<file path="config.mk">
export PLATFORM = sky130hd
export DESIGN_NAME = neuron_mac
export DESIGN_NICKNAME = d
export VERILOG_FILES = /design/src/rtl/nn_pkg.sv /design/src/rtl/mac_shift_sat.sv /design/src/rtl/neuron_mac.sv
export SDC_FILE = /design/constraint.sdc
export NUM_CORES = 1
export LEC_CHECK = 0
export ABC_AREA = 0
export CORE_UTILIZATION = 50
export DETAILED_ROUTE_END_ITERATION = 7
export PLACE_DENSITY = 0.77
export SETUP_SLACK_MARGIN = 0.15
export SKIP_LAST_GASP = 1
export SYNTH_ARGS = -nofsm -noshare
export SYNTH_HDL_FRONTEND = slang
export SYNTH_SLANG_ARGS = --single-unit
</file>
<file path="constraint.sdc">
create_clock -name clk -period 7.2 [get_ports clk]
set_clock_uncertainty 0.05 [all_clocks]
set_input_delay 0.72 -clock clk [delete_from_list [all_inputs] [get_ports clk]]
set_output_delay 0.72 -clock clk [all_outputs]
set_load 0.1 [all_outputs]
</file>
<file path="src/rtl/nn_pkg.sv">
// nn_pkg: shared data width, neuron FSM state encoding and output clamp limits.
package nn_pkg;
    localparam int DW = 8;
    localparam int Z_MAX = (1 << DW) - 1;
    localparam int Z_MIN = 0;
    typedef enum logic [1:0] {IDLE, ACCUM, BIAS, OUT} state_t;
endpackage

</file>
<file path="src/rtl/mac_shift_sat.sv">
// mac_shift_sat: arithmetic right shift of the accumulator and clamp to unsigned DW bits.
// NEURON_MAC_ROUND_EN adds half an LSB before the shift (round half up).
module mac_shift_sat
    import nn_pkg::*;
#(
    parameter int DW    = nn_pkg::DW,
    parameter int ACC_W = 20,
    parameter int SHIFT = 4
) (
    input  logic signed [ACC_W-1:0] acc,
    output logic        [DW-1:0]    z
);
`ifdef NEURON_MAC_ROUND_EN
    localparam logic signed [ACC_W:0] RND = (ACC_W+1)'(1) <<< (SHIFT - 1);
`else
    localparam logic signed [ACC_W:0] RND = '0;
`endif
    localparam logic signed [ACC_W:0] ZMAX = (ACC_W+1)'((1 << DW) - 1);
    logic signed [ACC_W:0] r, t;
    always_comb begin
        r = {acc[ACC_W-1], acc} + RND;
        t = r >>> SHIFT;
        z = t[ACC_W] ? DW'(Z_MIN) : (t > ZMAX) ? {DW{1'b1}} : t[DW-1:0];
    end
endmodule

</file>
<file path="src/rtl/neuron_mac.sv">
// neuron_mac: serially accumulates x*w, adds shifted bias, rescales and saturates to z.
// Build option NEURON_MAC_ROUND_EN selects round-half-up rescaling in mac_shift_sat.
module neuron_mac
    import nn_pkg::*;
#(
    parameter int DW       = nn_pkg::DW,
    parameter int N_INPUTS = 4,
    parameter int ACC_W    = 20,
    parameter int SHIFT    = 4
) (
    input  logic                 clk,
    input  logic                 resetn,
    input  logic                 start,
    input  logic                 x_valid,
    output logic                 x_ready,
    input  logic        [DW-1:0] x_in,
    input  logic signed [DW-1:0] w_in,
    input  logic signed [DW-1:0] bias,
    output logic        [DW-1:0] z,
    output logic                 z_valid,
    output logic                 busy
);
    localparam int CW = $clog2(N_INPUTS + 1);
    state_t state, nxt;
    logic signed [ACC_W-1:0] acc;
    logic [CW-1:0] cnt;
    logic signed [2*DW:0] prod;
    logic hs, last;
    logic [DW-1:0] z_sat;
    // x is unsigned, so a zero MSB is prepended before the signed multiply
    assign prod = $signed({1'b0, x_in}) * w_in;
    always_comb begin
        x_ready = state == ACCUM;
        busy = state != IDLE;
        hs = x_ready && x_valid;
        last = hs && cnt == CW'(N_INPUTS - 1);
        nxt = state == IDLE  ? (start ? ACCUM : IDLE) :
              state == ACCUM ? (last ? BIAS : ACCUM) :
              state == BIAS  ? OUT : IDLE;
    end
    always_ff @(posedge clk or negedge resetn) begin
        if (!resetn) begin
            state <= IDLE;
            acc <= '0;
            cnt <= '0;
            z <= '0;
            z_valid <= 1'b0;
        end else begin
            state <= nxt;
            z_valid <= state == OUT;
            if (state == IDLE && start) begin
                acc <= '0;
                cnt <= '0;
            end
            if (hs) begin
                acc <= acc + ACC_W'(prod);
                cnt <= cnt + 1'b1;
            end
            if (state == BIAS)
                acc <= acc + (ACC_W'(bias) <<< SHIFT);
            if (state == OUT)
                z <= z_sat;
        end
    end
    mac_shift_sat #(.DW(DW), .ACC_W(ACC_W), .SHIFT(SHIFT)) u_sat (
        .acc(acc),
        .z  (z_sat)
    );
endmodule

</file>
==> flow_summary.toml, run 1 <==
[synth]
synth-edff-count = 0
ys_types = 55
ys_seq_area_frac = 0.1686
synthArstFlopShare = 1.000
syn_area_um2 = 5046
syn-num-nets = 718
synthFlopType = "dfrtp_1"
yosys_warnings = 0
syn_avg_cell_area_um2 = 8.995
syn_inst = 561
ys_ff_latch = 34

[floorplanning]
initial_core_util = 0.5163
die_y_um = 102.5
ios = 39
core.rowCount = 36
core_um2 = 9774
die_x_um = 102.5
die-area_um2 = 10500

[timing]
fin_crit_sh = 0.8005
setup_viol = 0
slew_violations = 0
relSlewSlack = 0.3512
rsz0062_at_grt = "false"
fmax_mhz = 173.5
tns_ps = 0
final-hold-violation-count = 0
period_needed_ps = 5764
tightest_slew_ps = 970.1

[place]
placement.io_buffers = 38
hpwl_mm = 9.006
gp_routability_congestion = 0.9056
postPlaceCellArea_um2 = 5555

[finish]
n_fill_cell = 848
diodes = 0
syn_to_final_growth_pct = 11.65
final_cell_area_um2 = 5634
nNetsFinal = 752
drive_gt1_frac = 0.04202

[run_status]
violations = "design-rule violations"
status = "finished, violations left"

[detailed_routing]
drtIter0Drc = 195
viasPerCell = 5.571
post_drt_wl_per_cell_um = 15.15
routed_wl_mm = 11.03
ant_nets = 0
vias = 4056
firstDrtPassIters = 8
drc = 1

[hold_path]
min_path_type = "register to register"

[setup_path]
crit_family = "adder cells"
critPathMaxStageDelay_ps = 710
start_kind = "input port"
worstSetupPathType = "input port to register"
cp_num_buf_inv = 4
required_ps = 7300
worst_path_max_delay_cell = "clkdlybuf4s50_1"
endpoint_kind = "register"
crit_chain = "clkdlybuf4s50_1 > nand2b_1 > fa_1 > inv_1 > fa_1 > inv_1 > fa_1 > inv_1 > fa_1 > ha_1 > ha_1 > a21o_1 > a31oi_1 > a21oi_2 > a41oi_2 > mux2_1 > o21ai_1 > a22oi_1"
cp_common_cell = "fa_1"
crit_fanout = 9
crit_arrival_ps = 5870

[clocking]
cts_tree = "yes"
htreeDepth = 2
cts_hold_buf = 0
cts-root-buf = "clkbuf_8"
cts.path.max_buffers = 2
clock_latency_ps = 280
clkTransAtPathRegs_ps = 70
cts_sinks = 34
post_cts_buffers = 0
cts_resized = 0
cts_buffers = 5

[global_routing]
grt_pass1_wl_mm = 18.42
grt_usage = 0.2236
grt_pass1_vias = 4122
overflow = 0
antenna_found_initial = 0
grt_max_degree = 35

[flow_run]
cap_violations = 0
per-stage QoR:
| stage | cells | hold WS, ps | utilization | worst slack, ps |
|---|---|---|---|---|
| after global placement | 721 | 412.0 | 0.5684 | 1256 |
| after floorplan | 561 | 374.4 | - | 1999 |
| after detailed placement | 721 | 418.0 | 0.5684 | 1126 |
| final | 728 | 437.1 | 0.5764 | 1436 |
| after CTS | 728 | 434.3 | 0.5764 | 1423 |
| after global routing | 728 | 466.2 | 0.5764 | 1165 |
tightest hold or removal path, stage by stage, from the launching register on:
cell	delay (ps)
dfrtp_1	340
nand2_1	60
o31ai_1	60
flip-flops by register name (all words and copies together) (netlist names):
signal	count
cnt	3
acc	20
z	8
z_valid	1
state	2
path summary, 6_finish.rpt:
| check | startpoint | to | slack (ps) | cells past startpoint |
|---|---|---|---|---|
| min in group asynchronous | resetn | z_valid$_DFF_PN0_ | 790 | 2 |
| setup / recovery | w_in[7] | acc[16]$_DFFE_PN0P_ | 1440 | 18 |
| hold reg to reg | z[2]$_DFFE_PN0P_ | z[2]$_DFFE_PN0P_ | 440 | 2 |
| max in group asynchronous | resetn | acc[15]$_DFFE_PN0P_ | 5990 | 2 |
| hold / removal | z[2]$_DFFE_PN0P_ | z[2]$_DFFE_PN0P_ | 440 | 2 |
| setup reg to reg | acc[6]$_DFFE_PN0P_ | acc[16]$_DFFE_PN0P_ | 2250 | 18 |
cells by family (layout without fill, tap and decap cells):
kind of cell / after synthesis / after routing / synth area share
AND/OR/NAND/NOR: 161 / 161 / 0.1525
adder cells (fa/ha/maj): 129 / 129 / 0.3972
AO/OA/AOI/OAI: 113 / 113 / 0.1597
buffers and inverters: 96 / 130 / 0.07215
flip-flops: 34 / 34 / 0.1686
XOR/XNOR: 25 / 25 / 0.04339
multiplexers: 3 / 3 / 0.006447
cell usage after synthesis (7+ instances only):
cell type | count | area share
nor2_1 | 29 | 0.022
ha_1 | 77 | 0.19
dfrtp_1 | 34 | 0.17
and2_1 | 27 | 0.033
inv_1 | 83 | 0.062
o21ai_0 | 15 | 0.015
nor3_1 | 8 | 0.0079
xor2_1 | 9 | 0.016
a21oi_1 | 25 | 0.025
nand2_1 | 62 | 0.046
o31ai_1 | 8 | 0.012
o21a_1 | 7 | 0.010
o21ai_1 | 7 | 0.0069
nand3_1 | 8 | 0.0079
xnor2_1 | 16 | 0.028
fa_1 | 52 | 0.21
nand2b_1 | 7 | 0.0087
clkbuf_1 | 10 | 0.0074
cell usage in the layout (no fill, tap or decap), drive strengths merged, types with 3 or more instances in the layout:
cell type      instances
inv                   83
clkbuf                 5
nor2                  29
o21a                   7
nor3                   9
or2                    3
a22oi                  4
o31ai                  9
ha                    77
a21oi                 27
xor2                   9
and2                  28
o21bai                 6
nor2b                  4
o221ai                 4
fa                    52
clkdlybuf4s50         38
a32oi                  3
dfrtp                 34
a31oi                  3
nand2                 62
nand3                  8
nand2b                 7
a22o                   5
a221oi                 5
a21o                   5
o21ai                 25
xnor2                 16
a211oi                 4
area by class of cell:
type / instances / area, um2 / share of cell area
multi-input combinational: 431 / 3831 / 0.6800
sequential: 34 / 850.8 / 0.1510
timing repair buffer: 40 / 395.4 / 0.07018
inverter: 83 / 311.5 / 0.05530
tap: 133 / 166.4 / 0.02954
clock buffer: 5 / 68.82 / 0.01221
clock inverter: 2 / 10.01 / 0.001777
metal layers:
| layer | global-route usage | routed length (um) |
|---|---|---|
| met1 | 0.2761 | 4843 |
| met2 | 0.4046 | 5639 |
| met3 | 0.03352 | 339 |
| met4 | 0.05934 | 209 |
| met5 | 0 | 0 |
Power of run 1 is left out: the tool's default activity adds up to more than one toggle a clock period on the data nets, which glitch-free logic cannot reach.
==> inputs of run 2 (changes only) <==
clock period = 5.85 ns   (was 7.2 ns; I/O delays follow)
==> flow_summary.toml, run 2 (same netlist as run 1, synthesis figures left out) <==
[timing]
tns_ps = 0
period_needed_ps = 5462
relSlewSlack = 0.3482
slew_violations = 0
final-hold-violation-count = 0
setup_viol = 0
fin_crit_sh = 0.9336
rsz0062_at_grt = "false"
fmax_mhz = 183.1
tightest_slew_ps = 974.7

[global_routing]
antenna_found_initial = 0
grt_max_degree = 35
grt_pass1_wl_mm = 18.20
grt_pass1_vias = 3984
overflow = 0
grt_usage = 0.2232

[floorplanning]
die-area_um2 = 10500
core.rowCount = 36
die_x_um = 102.5
die_y_um = 102.5
initial_core_util = 0.5163
ios = 39
core_um2 = 9774

[setup_path]
crit_chain = "clkdlybuf4s50_1 > nand2b_1 > fa_1 > inv_1 > fa_1 > inv_1 > fa_1 > inv_1 > fa_1 > ha_1 > ha_1 > a21o_1 > a31oi_1 > a21oi_2 > a41oi_2 > mux2_1 > o21ai_1 > a22oi_1"
critPathMaxStageDelay_ps = 550
rrSetupSlack_ps = 970
endpoint_kind = "register"
worstSetupPathType = "input port to register"
worst_path_max_delay_cell = "fa_1"
cp_num_buf_inv = 4
crit_arrival_ps = 5590
cp_common_cell = "fa_1"
required_ps = 5980
crit_fanout = 4
crit_family = "adder cells"
start_kind = "input port"

[detailed_routing]
firstDrtPassIters = 5
ant_nets = 0
vias = 4130
drc = 0
post_drt_wl_per_cell_um = 15.07
routed_wl_mm = 11.06
viasPerCell = 5.627
drtIter0Drc = 215

[finish]
largest_reg_flops = 20
regMostFlops = "acc"
n_fill_cell = 877
final_common_cell = "inv_1"
mostFrequentLayoutCells = "inv_1 (83), ha_1 (77), nand2_1 (62)"
drive_gt1_frac = 0.05324
syn_to_final_growth_pct = 12.79
largestRegisters = "acc (20), z (8), cnt (3)"
nNetsFinal = 757
diodes = 0

[clocking]
cts_buffers = 5
clock_latency_ps = 300
cts_hold_buf = 0
htreeDepth = 2
cts_sinks = 34
clkTransAtPathRegs_ps = 70
cts_tree = "yes"
post_cts_buffers = 0
cts.path.max_buffers = 2
cts-root-buf = "clkbuf_8"

[hold_path]
min_path_type = "register to register"

[place]
placement.io_buffers = 38
hpwl_mm = 9.109
gp_routability_congestion = 0.9100

[run_status]
status = "finished clean"

[flow_run]
cap_violations = 0
## run 2: cell count changes in the layout (fill, tap and decap cells not counted)
cell,previous run,this run
a21oi_1,25,24
a21oi_2,2,3
buf_4,2,7
clkbuf_8,5,6
clkinv_2,2,1
clkinvlp_4,0,1
## run 2: area by class of cell
type,count,area (um2),share of cell area
well taps,133,166.4,0.02924
flip-flops and latches,34,850.8,0.1495
multi-input cells,431,3835,0.6738
clock inverters,2,12.51,0.002198
inverters,83,311.5,0.05474
clock buffers,6,82.58,0.01451
repair buffers,45,432.9,0.07606
## run 2: what timing repair did
| action | CTS | global route |
|---|---|---|
| resized for setup | 0 | 1 |
| endpoints found under the hold margin | 0 | 0 |
| endpoints found under the setup margin | 0 | 1 |
## run 2: metal layers
layer	vias up	part of all wire	track usage
li1	1972	-	-
met1	2042	0.44	0.3004
met2	100	0.50	0.3815
met3	16	0.045	0.02873
met4	0	0.014	0.05055
met5	-	0	0
## run 2: worst paths after layout
kind	startpoint	endpoint	cells after the start
max	x_in[4]	acc[16]$_DFFE_PN0P_	18
min	z[0]$_DFFE_PN0P_	z[0]$_DFFE_PN0P_	2
max reg2reg	acc[6]$_DFFE_PN0P_	acc[16]$_DFFE_PN0P_	18
min reg2reg	z[0]$_DFFE_PN0P_	z[0]$_DFFE_PN0P_	2
max in group asynchronous	resetn	acc[15]$_DFFE_PN0P_	2
min in group asynchronous	resetn	z[1]$_DFFE_PN0P_	2
## run 2: tightest hold or removal path, cell delays in order (launching register included)
cell and delay (ps):
dfrtp_1 350, nand2_1 50, o31ai_1 50
## run 2: through the flow
| step | cells | hold slack (ps) | area, um2 | utilization | worst slack [ps] |
|---|---|---|---|---|---|
| 2_1_floorplan | 561 | 239.4 | 5046 | - | 784.2 |
| 3_3_place_gp | 726 | 413.1 | 5593 | 0.5722 | 180.8 |
| 3_5_place_dp | 726 | 417.0 | 5593 | 0.5722 | 71.01 |
| 4_1_cts | 734 | 433.6 | 5688 | 0.5819 | 364.7 |
| 5_1_grt | 734 | 460.6 | 5692 | 0.5823 | 173.9 |
| 6_report | 734 | 428.7 | 5692 | 0.5823 | 388.5 |
Power of run 2 is left out for the same reason.
